`src/rtl/div_pkg.sv`:
```
// Shared definitions for the iterative divider: FSM state encoding and sizing helpers.
package div_pkg;

  typedef enum logic [1:0] {
    IDLE = 2'd0,
    CALC = 2'd1,
    DONE = 2'd2
  } state_t;

  // Carry-select block size for an adder that is adder_w bits wide.
  function automatic int blk_size(input int adder_w);
    return (adder_w < 2) ? 1 : $clog2(adder_w);
  endfunction

  // Step-counter width: must hold WIDTH-1.
  function automatic int cnt_width(input int width);
    return (width < 2) ? 1 : $clog2(width);
  endfunction

endpackage

```
`src/rtl/block_subtractor.sv`:
```
// Carry-select subtractor: diff = a - b computed as a + ~b + 1, borrow = ~carry_out.
module block_subtractor
  import div_pkg::*;
#(
  parameter int WIDTH = 17
) (
  input  logic [WIDTH-1:0] a,
  input  logic [WIDTH-1:0] b,
  output logic [WIDTH-1:0] diff,
  output logic             borrow
);

  localparam int BLK = blk_size(WIDTH);
  localparam int NB  = (WIDTH + BLK - 1) / BLK;

  logic [WIDTH-1:0] nb_s;
  logic [NB:0]      c_s;

  assign nb_s   = ~b;
  assign c_s[0] = 1'b1;

  // Each block precomputes both carry-in outcomes; the incoming carry only drives a mux.
  for (genvar i = 0; i < NB; i++) begin : g_blk
    localparam int LO = i * BLK;
    localparam int BW = (LO + BLK > WIDTH) ? (WIDTH - LO) : BLK;

    logic [BW:0] sum0_s;
    logic [BW:0] sum1_s;

    assign sum0_s = {1'b0, a[LO +: BW]} + {1'b0, nb_s[LO +: BW]};
    assign sum1_s = {1'b0, a[LO +: BW]} + {1'b0, nb_s[LO +: BW]} + {{BW{1'b0}}, 1'b1};

    assign diff[LO +: BW] = c_s[i] ? sum1_s[BW-1:0] : sum0_s[BW-1:0];
    assign c_s[i+1]       = c_s[i] ? sum1_s[BW]     : sum0_s[BW];
  end

  assign borrow = ~c_s[NB];

endmodule

```
`src/rtl/iterative_divider.sv`:
```
// Multi-cycle unsigned restoring divider: one quotient bit per clock over valid/ready handshakes.
module iterative_divider
  import div_pkg::*;
#(
  parameter int WIDTH = 16
) (
  input  logic             clk,
  input  logic             rst,
  input  logic             in_valid,
  output logic             in_ready,
  input  logic [WIDTH-1:0] dividend,
  input  logic [WIDTH-1:0] divisor,
  output logic             out_valid,
  input  logic             out_ready,
  output logic [WIDTH-1:0] quotient,
  output logic [WIDTH-1:0] remainder,
  output logic             div_by_zero
);

  localparam int            CW       = cnt_width(WIDTH);
  localparam logic [CW-1:0] CNT_LOAD = CW'(WIDTH - 1);
  localparam logic [CW-1:0] CNT_ONE  = CW'(1);

  state_t           state_q, state_d;
  logic [CW-1:0]    cnt_q, cnt_d;
  logic [WIDTH:0]   rem_q, rem_d;
  logic [WIDTH-1:0] dvd_q, dvd_d;
  logic [WIDTH-1:0] dvs_q, dvs_d;
  logic [WIDTH-1:0] quo_q, quo_d;
  logic [WIDTH-1:0] quotient_q, quotient_d;
  logic [WIDTH-1:0] remainder_q, remainder_d;
  logic             dbz_q, dbz_d;
  logic             out_valid_q, out_valid_d;

  logic [WIDTH:0]   r_shift_s;
  logic [WIDTH:0]   trial_s;
  logic             borrow_s;

  // R' = {R[WIDTH-1:0], next dividend bit}; R never exceeds the divisor, so its MSB is always 0.
  assign r_shift_s = (rem_q << 1'b1) | {{WIDTH{1'b0}}, dvd_q[WIDTH-1]};

  block_subtractor #(.WIDTH(WIDTH + 1)) u_sub (
    .a      (r_shift_s),
    .b      ({1'b0, dvs_q}),
    .diff   (trial_s),
    .borrow (borrow_s)
  );

  // Next-state and datapath updates for the IDLE/CALC/DONE sequence.
  always_comb begin
    state_d     = state_q;
    cnt_d       = cnt_q;
    rem_d       = rem_q;
    dvd_d       = dvd_q;
    dvs_d       = dvs_q;
    quo_d       = quo_q;
    quotient_d  = quotient_q;
    remainder_d = remainder_q;
    dbz_d       = dbz_q;
    out_valid_d = out_valid_q;
    case (state_q)
      IDLE: begin
        if (in_valid) begin
          dvd_d = dividend;
          dvs_d = divisor;
          if (divisor != {WIDTH{1'b0}}) begin
            rem_d   = {(WIDTH+1){1'b0}};
            cnt_d   = CNT_LOAD;
            dbz_d   = 1'b0;
            state_d = CALC;
          end else begin
            quotient_d  = {WIDTH{1'b1}};
            remainder_d = dividend;
            dbz_d       = 1'b1;
            out_valid_d = 1'b1;
            state_d     = DONE;
          end
        end else begin
          state_d = IDLE;
        end
      end
      CALC: begin
        dvd_d = dvd_q << 1'b1;
        quo_d = (quo_q << 1'b1) | {{(WIDTH-1){1'b0}}, ~borrow_s};
        rem_d = borrow_s ? r_shift_s : trial_s;
        if (cnt_q == {CW{1'b0}}) begin
          quotient_d  = quo_d;
          remainder_d = rem_d[WIDTH-1:0];
          out_valid_d = 1'b1;
          state_d     = DONE;
        end else begin
          cnt_d = cnt_q - CNT_ONE;
        end
      end
      DONE: begin
        if (out_ready) begin
          out_valid_d = 1'b0;
          state_d     = IDLE;
        end else begin
          out_valid_d = 1'b1;
        end
      end
      default: begin
        out_valid_d = 1'b0;
        state_d     = IDLE;
      end
    endcase
  end

  // State and datapath registers; reset aborts any operation in flight.
  always_ff @(posedge clk or posedge rst) begin
    if (rst) begin
      state_q     <= IDLE;
      cnt_q       <= {CW{1'b0}};
      rem_q       <= {(WIDTH+1){1'b0}};
      dvd_q       <= {WIDTH{1'b0}};
      dvs_q       <= {WIDTH{1'b0}};
      quo_q       <= {WIDTH{1'b0}};
      quotient_q  <= {WIDTH{1'b0}};
      remainder_q <= {WIDTH{1'b0}};
      dbz_q       <= 1'b0;
      out_valid_q <= 1'b0;
    end else begin
      state_q     <= state_d;
      cnt_q       <= cnt_d;
      rem_q       <= rem_d;
      dvd_q       <= dvd_d;
      dvs_q       <= dvs_d;
      quo_q       <= quo_d;
      quotient_q  <= quotient_d;
      remainder_q <= remainder_d;
      dbz_q       <= dbz_d;
      out_valid_q <= out_valid_d;
    end
  end

  assign in_ready    = (state_q == IDLE);
  assign out_valid   = out_valid_q;
  assign quotient    = quotient_q;
  assign remainder   = remainder_q;
  assign div_by_zero = dbz_q;

endmodule
```
`config.mk`:
```
export PLATFORM = sky130hd
export DESIGN_NAME = iterative_divider
export DESIGN_NICKNAME = d
export VERILOG_FILES = /design/src/rtl/div_pkg.sv /design/src/rtl/block_subtractor.sv /design/src/rtl/iterative_divider.sv
export SDC_FILE = /design/constraint.sdc
export NUM_CORES = 1
export LEC_CHECK = 0
export CORE_ASPECT_RATIO = 1.1
export CORE_MARGIN = 4
export CORE_UTILIZATION = 55
export DETAILED_ROUTE_END_ITERATION = 8
export PLACE_DENSITY_LB_ADDON = 0.25
export RECOVER_POWER = 25
export SYNTH_ARGS = -nofsm -noshare
export SYNTH_HDL_FRONTEND = slang
export SYNTH_SLANG_ARGS = --single-unit
```
`constraint.sdc`:
```
create_clock -name clk -period 3.9 [get_ports clk]
set_input_delay 0.39 -clock clk [delete_from_list [all_inputs] [get_ports clk]]
set_output_delay 0.39 -clock clk [all_outputs]
set_load 0.005 [all_outputs]
```
After elaboration in Yosys (flattened, before gate mapping)
Index checks and enable logic that the tools add are counted.
{ "totals": {"inputBits": 36, "output_inout_bits": 35, "wordCells": 76, "reg_bits": 103} }
{ "op_classes": {"eq_ne": 8, "reduce_logical": 11, "n_bitwise": 3, "addsub": 9, "muxes": 35} }
{ "op_table": {"columns": ["op", "count"], "rows": [
  ["16-bit 2-to-1 mux", 10],
  ["16-bit one-hot mux with 2 select lines", 4],
  ["5-bit by 5-bit adder with 6-bit output", 3],
  ["6-bit by 1-bit adder with 6-bit output, second input constant", 3],
  ["16-bit NOT with 17-bit output", 1],
  ["17-bit by 1-bit bitwise OR with 17-bit output", 1],
  ["16-bit by 1-bit bitwise OR with 16-bit output", 1],
  ["16-bit nonzero test", 1],
  ["4-bit 2-to-1 mux", 3],
  ["5-bit 2-to-1 mux", 2],
  ["2-bit inequality test, second input constant", 5],
  ["1-bit 2-to-1 mux", 9],
  ["2-bit 2-to-1 mux", 4],
  ["4-bit one-hot mux with 2 select lines", 1],
  ["4-bit AND reduction", 2],
  ["2-bit one-hot mux with 3 select lines", 1],
  ["2-bit AND reduction", 3],
  ["3-bit AND reduction", 2],
  ["4-bit logical NOT", 1],
  ["4-bit by 1-bit subtractor with 4-bit output, second input constant", 1],
  ["2-bit by 2-bit adder with 3-bit output", 1],
  ["3-bit by 1-bit adder with 3-bit output, second input constant", 1],
  ["1-bit one-hot mux with 3 select lines", 1],
  ["2-bit by 1-bit equality test with 1-bit output, second input constant", 1],
  ["4 further kinds", 4]
]} }

Depth between registers and ports, before layout
{ "depth": {"depth_word": 9, "depth_mapped": 14, "mapped_depth_nobuf": 13} }

By module
A second synthesis with hierarchy kept.
{ "unflattened": {"cells_unflattened": 505, "hier_area_um2": 5371.4} }
{ "by_module_without_submodules": {"columns": ["mod", "seq_area_each_um2", "area_per_inst_um2", "cells_per_inst", "instances"], "rows": [
  ["iterative_divider", 2577.5, 4476.8, 392, 1],
  ["block_subtractor", 0.0, 894.6, 113, 1]
]} }

Least setup slack after synthesis
OpenSTA, ideal clock, no wires.
{ "synth_timing": {"kind": "reg2reg", "start": "register rem_q[4]", "end": "register remainder_q[12] (netlist: remainder[12])", "required_ns": 3.759, "period_less_slack_ns": 3.127, "stages_incl_launch_ff": 13, "setup_time_ns": 0.141, "path_buffers": 1, "t_arrival_ns": 2.986, "slack_ns": 0.773, "path_cell_list": "dfrtp_1 ha_1 fa_1 xor2_2 and3_1 o2111ai_1 nor3_2 o21a_2 mux2i_4 buf_2 and3b_1 nor3_1 a31oi_1"} }
{ "synth_via": {"elab_chain_len": 9, "elab_cells_between_ends": 10, "cone_classes": "add/sub (2); mux (7); bitwise (1)"} }
{ "synth_lines": {"columns": ["element", "line_no", "source"], "rows": [
  ["start, declared", "iterative_divider.sv:26", "logic [WIDTH:0] rem_q, rem_d;"],
  ["start signal, assigned", "iterative_divider.sv:115", "rem_q <= {(WIDTH+1){1'b0}};"],
  ["start signal, assigned", "iterative_divider.sv:126", "rem_q <= rem_d;"],
  ["17-bit by 1-bit bitwise OR with 17-bit output (*)", "iterative_divider.sv:40", "assign r_shift_s = (rem_q << 1'b1) | {{WIDTH{1'b0}}, dvd_q[WIDTH-1]};"],
  ["5-bit by 5-bit adder with 6-bit output (*)", "block_subtractor.sv:30, block_subtractor.sv:31", null],
  ["6-bit by 1-bit adder with 6-bit output", "block_subtractor.sv:31", "assign sum1_s = {1'b0, a[LO +: BW]} + {1'b0, nb_s[LO +: BW]} + {{BW{1'b0}}, 1'b1};"],
  ["1-bit 2-to-1 mux (*)", "block_subtractor.sv:34", "assign c_s[i+1] = c_s[i] ? sum1_s[BW] : sum0_s[BW];"],
  ["1-bit 2-to-1 mux (2 in a row)", "block_subtractor.sv:34", null],
  ["16-bit 2-to-1 mux (*)", "iterative_divider.sv:85", "rem_d = borrow_s ? r_shift_s : trial_s;"],
  ["16-bit 2-to-1 mux (*)", "iterative_divider.sv:86", "if (cnt_q == {CW{1'b0}}) begin"],
  ["16-bit one-hot mux with 2 select lines (*)", "iterative_divider.sv:61", "case (state_q)"],
  ["end signal, assigned", "iterative_divider.sv:120", "remainder_q <= {WIDTH{1'b0}};"],
  ["end signal, assigned", "iterative_divider.sv:131", "remainder_q <= remainder_d;"],
  ["end, declared", "iterative_divider.sv:31", "logic [WIDTH-1:0] remainder_q, remainder_d;"]
]} }
Every way passes the cells marked *; elsewhere a longest branch is shown, timed or not. The select of a mux whose other input is x is not followed.
A chain may end at the register's enable or synchronous reset.

Worst setup path in the final report
{ "layout_timing": {"start": "register rem_q[4]", "end": "register remainder_q[10] (netlist: remainder[10])"} }
Same word-level chain as after synthesis.

==> flow_metrics.py <==
metrics = {
    "power_and_ir_drop": {
        "powerDensity_nw_per_um2": 901.5,
        "total_power_uw": 6057,
        "leakage_uw": 0.003079,
        "ir_worst_vdd_mv": 0.3878,
    },
    "yosys": {
        "synth_top_area_share_pct": 45.24,
        "synth_most_common_cell": "nand2_1",
        "synth_edf_count": 0,
        "syn_avg_cell_area_um2": 9.028,
        "syn_nets": 690,
        "ys_types": 54,
        "synth_top_cell_by_area": "dfrtp_1",
        "synth_area_um2": 5697,
        "ys_warn_count": 0,
        "syn-instance-count": 631,
        "synth_area_leaders": "dfrtp_1, nand2_1, nor2_1, ha_1, a21oi_1",
        "ys_seq_area_share_pct": 45.24,
        "synthTopCellsByCount": "nand2_1, dfrtp_1, nor2_1",
        "async_reset_ff_share_pct": 100.0,
        "synthFlopType": "dfrtp_1",
        "ys_seq_elements": 103,
    },
    "floorplan": {
        "io_pins": 71,
        "die_y_um": 114.7,
        "num_rows": 38,
        "initial_core_util_pct": 57.06,
        "die_width_um": 105.0,
        "placeableCoreArea_um2": 9985,
        "dieArea_um2": 12050,
    },
    "worst_setup_path": {
        "rr_startpoint": "rem_q[4]$_DFFE_PP0P_",
        "arrival_ns": 3.91,
        "r2r_slack_ns": 0.24,
        "crit_path_end_kind": "flip-flop",
        "r2r_cells": 12,
        "cpLargestDelayFamily": "compound AO/OA/AOI/OAI gates",
        "crit_buf_inv": 1,
        "cp_cell_sequence": "ha_1 > fa_1 > xor2_2 > and3_1 > o2111ai_1 > nor3_2 > o21a_2 > mux2i_4 > buf_12 > and3b_1 > a2111oi_0 > a21oi_1",
        "worstPathMaxFanout": 42,
        "criticalPathCategory": "flip-flop to flip-flop",
        "critPathLaunchType": "flip-flop",
        "reg2reg_to": "remainder[10]$_DFFE_PP0P_",
        "max_stage_delay_ns": 0.44,
        "required_ns": 4.15,
        "cp_slowest_cell": "fa_1",
        "crit_start": "rem_q[4]$_DFFE_PP0P_",
    },
    "detailed_routing": {
        "viasPerCell": 5.872,
        "vias": 4733,
        "drt-initial-drc-count": 266,
        "drt_wl_total_mm": 13.60,
        "wl_per_cell_um": 16.87,
        "ant_nets": 0,
        "dr.pass1.iters": 6,
        "drc_errors": 0,
    },
    "global_routing": {
        "antenna_found_initial": 0,
        "gr-total-overflow": 0,
        "grt_pass1_vias": 4582,
        "grt_pass1_wl_mm": 22.43,
        "grt_max_degree": 74,
        "grt_use_total_pct": 23.24,
    },
    "outcome": {
        "violations": "capacitance limit, slew limit",
        "run_status": "finished, violations left",
    },
    "clocking": {
        "postCtsSetupBuffers": 0,
        "cts_buffers": 9,
        "cts.repair.resized": 0,
        "cts_sinks": 103,
        "holdBufCountCts": 0,
        "cts_max_level": 3,
        "clk_latency_ns": 0.38,
        "clk_path_buf_depth": 2,
        "clkTransAtPathRegs_ns": 0.10,
        "root_buffer": "clkbuf_8",
        "tritoncts": "done",
    },
    "timing": {
        "skew_ns": 0.007057,
        "timing.setup.tns_ns": 0,
        "min_period_ns": 3.658,
        "fin_ws_ns": 0.2420,
        "finalHoldViolCount": 0,
        "slew-limit-headroom_pct": -80.32,
        "finalMaxSlewViolations": 74,
        "worst_pin_slew_ns": 2.702,
        "grt_setup_unrepaired": "false",
        "clock.fmax_mhz": 273.4,
        "period_share_pct": 93.80,
        "finalSetupViolCount": 0,
    },
    "worst_hold_path": {
        "hold_class": "flip-flop to flip-flop",
        "hold_end": "quo_q[14]$_DFFE_PP0P_",
        "hold_depth": 2,
        "hp-start": "quo_q[14]$_DFFE_PP0P_",
    },
    "cells_and_area": {
        "nets": 740,
        "area_growth_pct": 17.94,
        "fillers": 793,
        "post-route-util_pct": 67.29,
        "layout-drive-gt1-share_pct": 6.851,
        "num_antenna_cells": 0,
    },
    "placed_design": {
        "place_ws_ns": 0.2683,
        "numPortBuffers": 70,
        "gp_congestion": 0.8892,
        "hpwl_mm": 9.789,
    },
    "flow_run": {
        "maxCapViolCount": 1,
    },
}
cells in the final DEF (no fill, tap or decap), types with 8 or more instances in the layout:
cell type / count
clkbuf_8: 10
a2111o_1: 10
xor2_1: 8
dfrtp_1: 103
nor2_1: 67
o21ai_0: 38
nand2_1: 112
xnor2_1: 10
inv_1: 30
a22oi_1: 16
clkdlybuf4s50_1: 69
a21oi_1: 41
and4b_1: 8
nand3_1: 18
ha_1: 20
mux2i_1: 14
flip-flops by register name, summed over array words and instances (netlist names):
signal / cells
cnt_q: 4
div_by_zero: 1
dvd_q: 16
dvs_q: 16
out_valid: 1
quo_q: 15
quotient: 16
rem_q: 16
remainder: 16
state_q: 2
routing by layer:
layer	wire [um]	global-route usage, %	share of wire, %
met5	0	0	0
met4	250	8.749	1.8
met3	549	3.425	4.0
met2	6714	39.62	49
met1	6082	30.37	45
where the power goes:
group / switching (uW) / leakage, uW / internal, uW
clock: 385 / 0.000117 / 383
combinational: 1900 / 0.00171 / 1510
sequential: 349 / 0.00125 / 1530
logic make-up (layout without fill, tap and decap cells):
family | count (synthesis) | after routing | share of synthesized area [%]
compound gates | 144 | 144 | 17.31
xor+xnor | 20 | 20 | 3.339
fa+ha+maj | 23 | 23 | 5.447
buf+inv | 69 | 124 | 4.788
flops | 103 | 103 | 45.24
mux | 19 | 19 | 3.646
simple gates | 253 | 253 | 20.23
area by class of cell:
| type | count | area, um2 | share of cell area [%] |
|---|---|---|---|
| Sequential cell | 103 | 2577 | 38.36 |
| Clock buffer | 10 | 137.6 | 2.048 |
| Clock inverter | 6 | 91.34 | 1.359 |
| Tap cell | 120 | 150.1 | 2.235 |
| Multi-Input combinational cell | 459 | 2864 | 42.63 |
| Timing Repair Buffer | 78 | 785.8 | 11.69 |
| Inverter | 30 | 112.6 | 1.676 |
worst register-to-register path, cell delays in order (launching register included):
cell and delay [ns]:
dfrtp_1 0.42, ha_1 0.22, fa_1 0.44, xor2_2 0.24
and3_1 0.22, o2111ai_1 0.18, nor3_2 0.31, o21a_2 0.24
mux2i_4 0.25, buf_12 0.25, and3b_1 0.22, a2111oi_0 0.41
a21oi_1 0.13
stage by stage:
stage	cells	instance area [um2]	hold slack, ns
floorplan	631	5697	0.4465
finish	806	6719	0.4898
global route	806	6719	0.5136
detailed placement	790	6492	0.4643
global placement	790	6492	0.4617
CTS	806	6721	0.4897
how the worst max path moves through the flow:
stage / slack, ns / end / cells after the start
final: 0.24 / remainder[10]$_DFFE_PP0P_ / 12
after global routing: 0.007 / remainder[10]$_DFFE_PP0P_ / 12
after CTS: 0.25 / remainder[10]$_DFFE_PP0P_ / 12
after detailed placement: 0.27 / remainder[10]$_DFFE_PP0P_ / 12
after floorplan: 0.77 / remainder[12]$_DFFE_PP0P_ / 12
after global placement: 0.51 / remainder[10]$_DFFE_PP0P_ / 12
No activity file was read; power rests on OpenSTA's default activity.
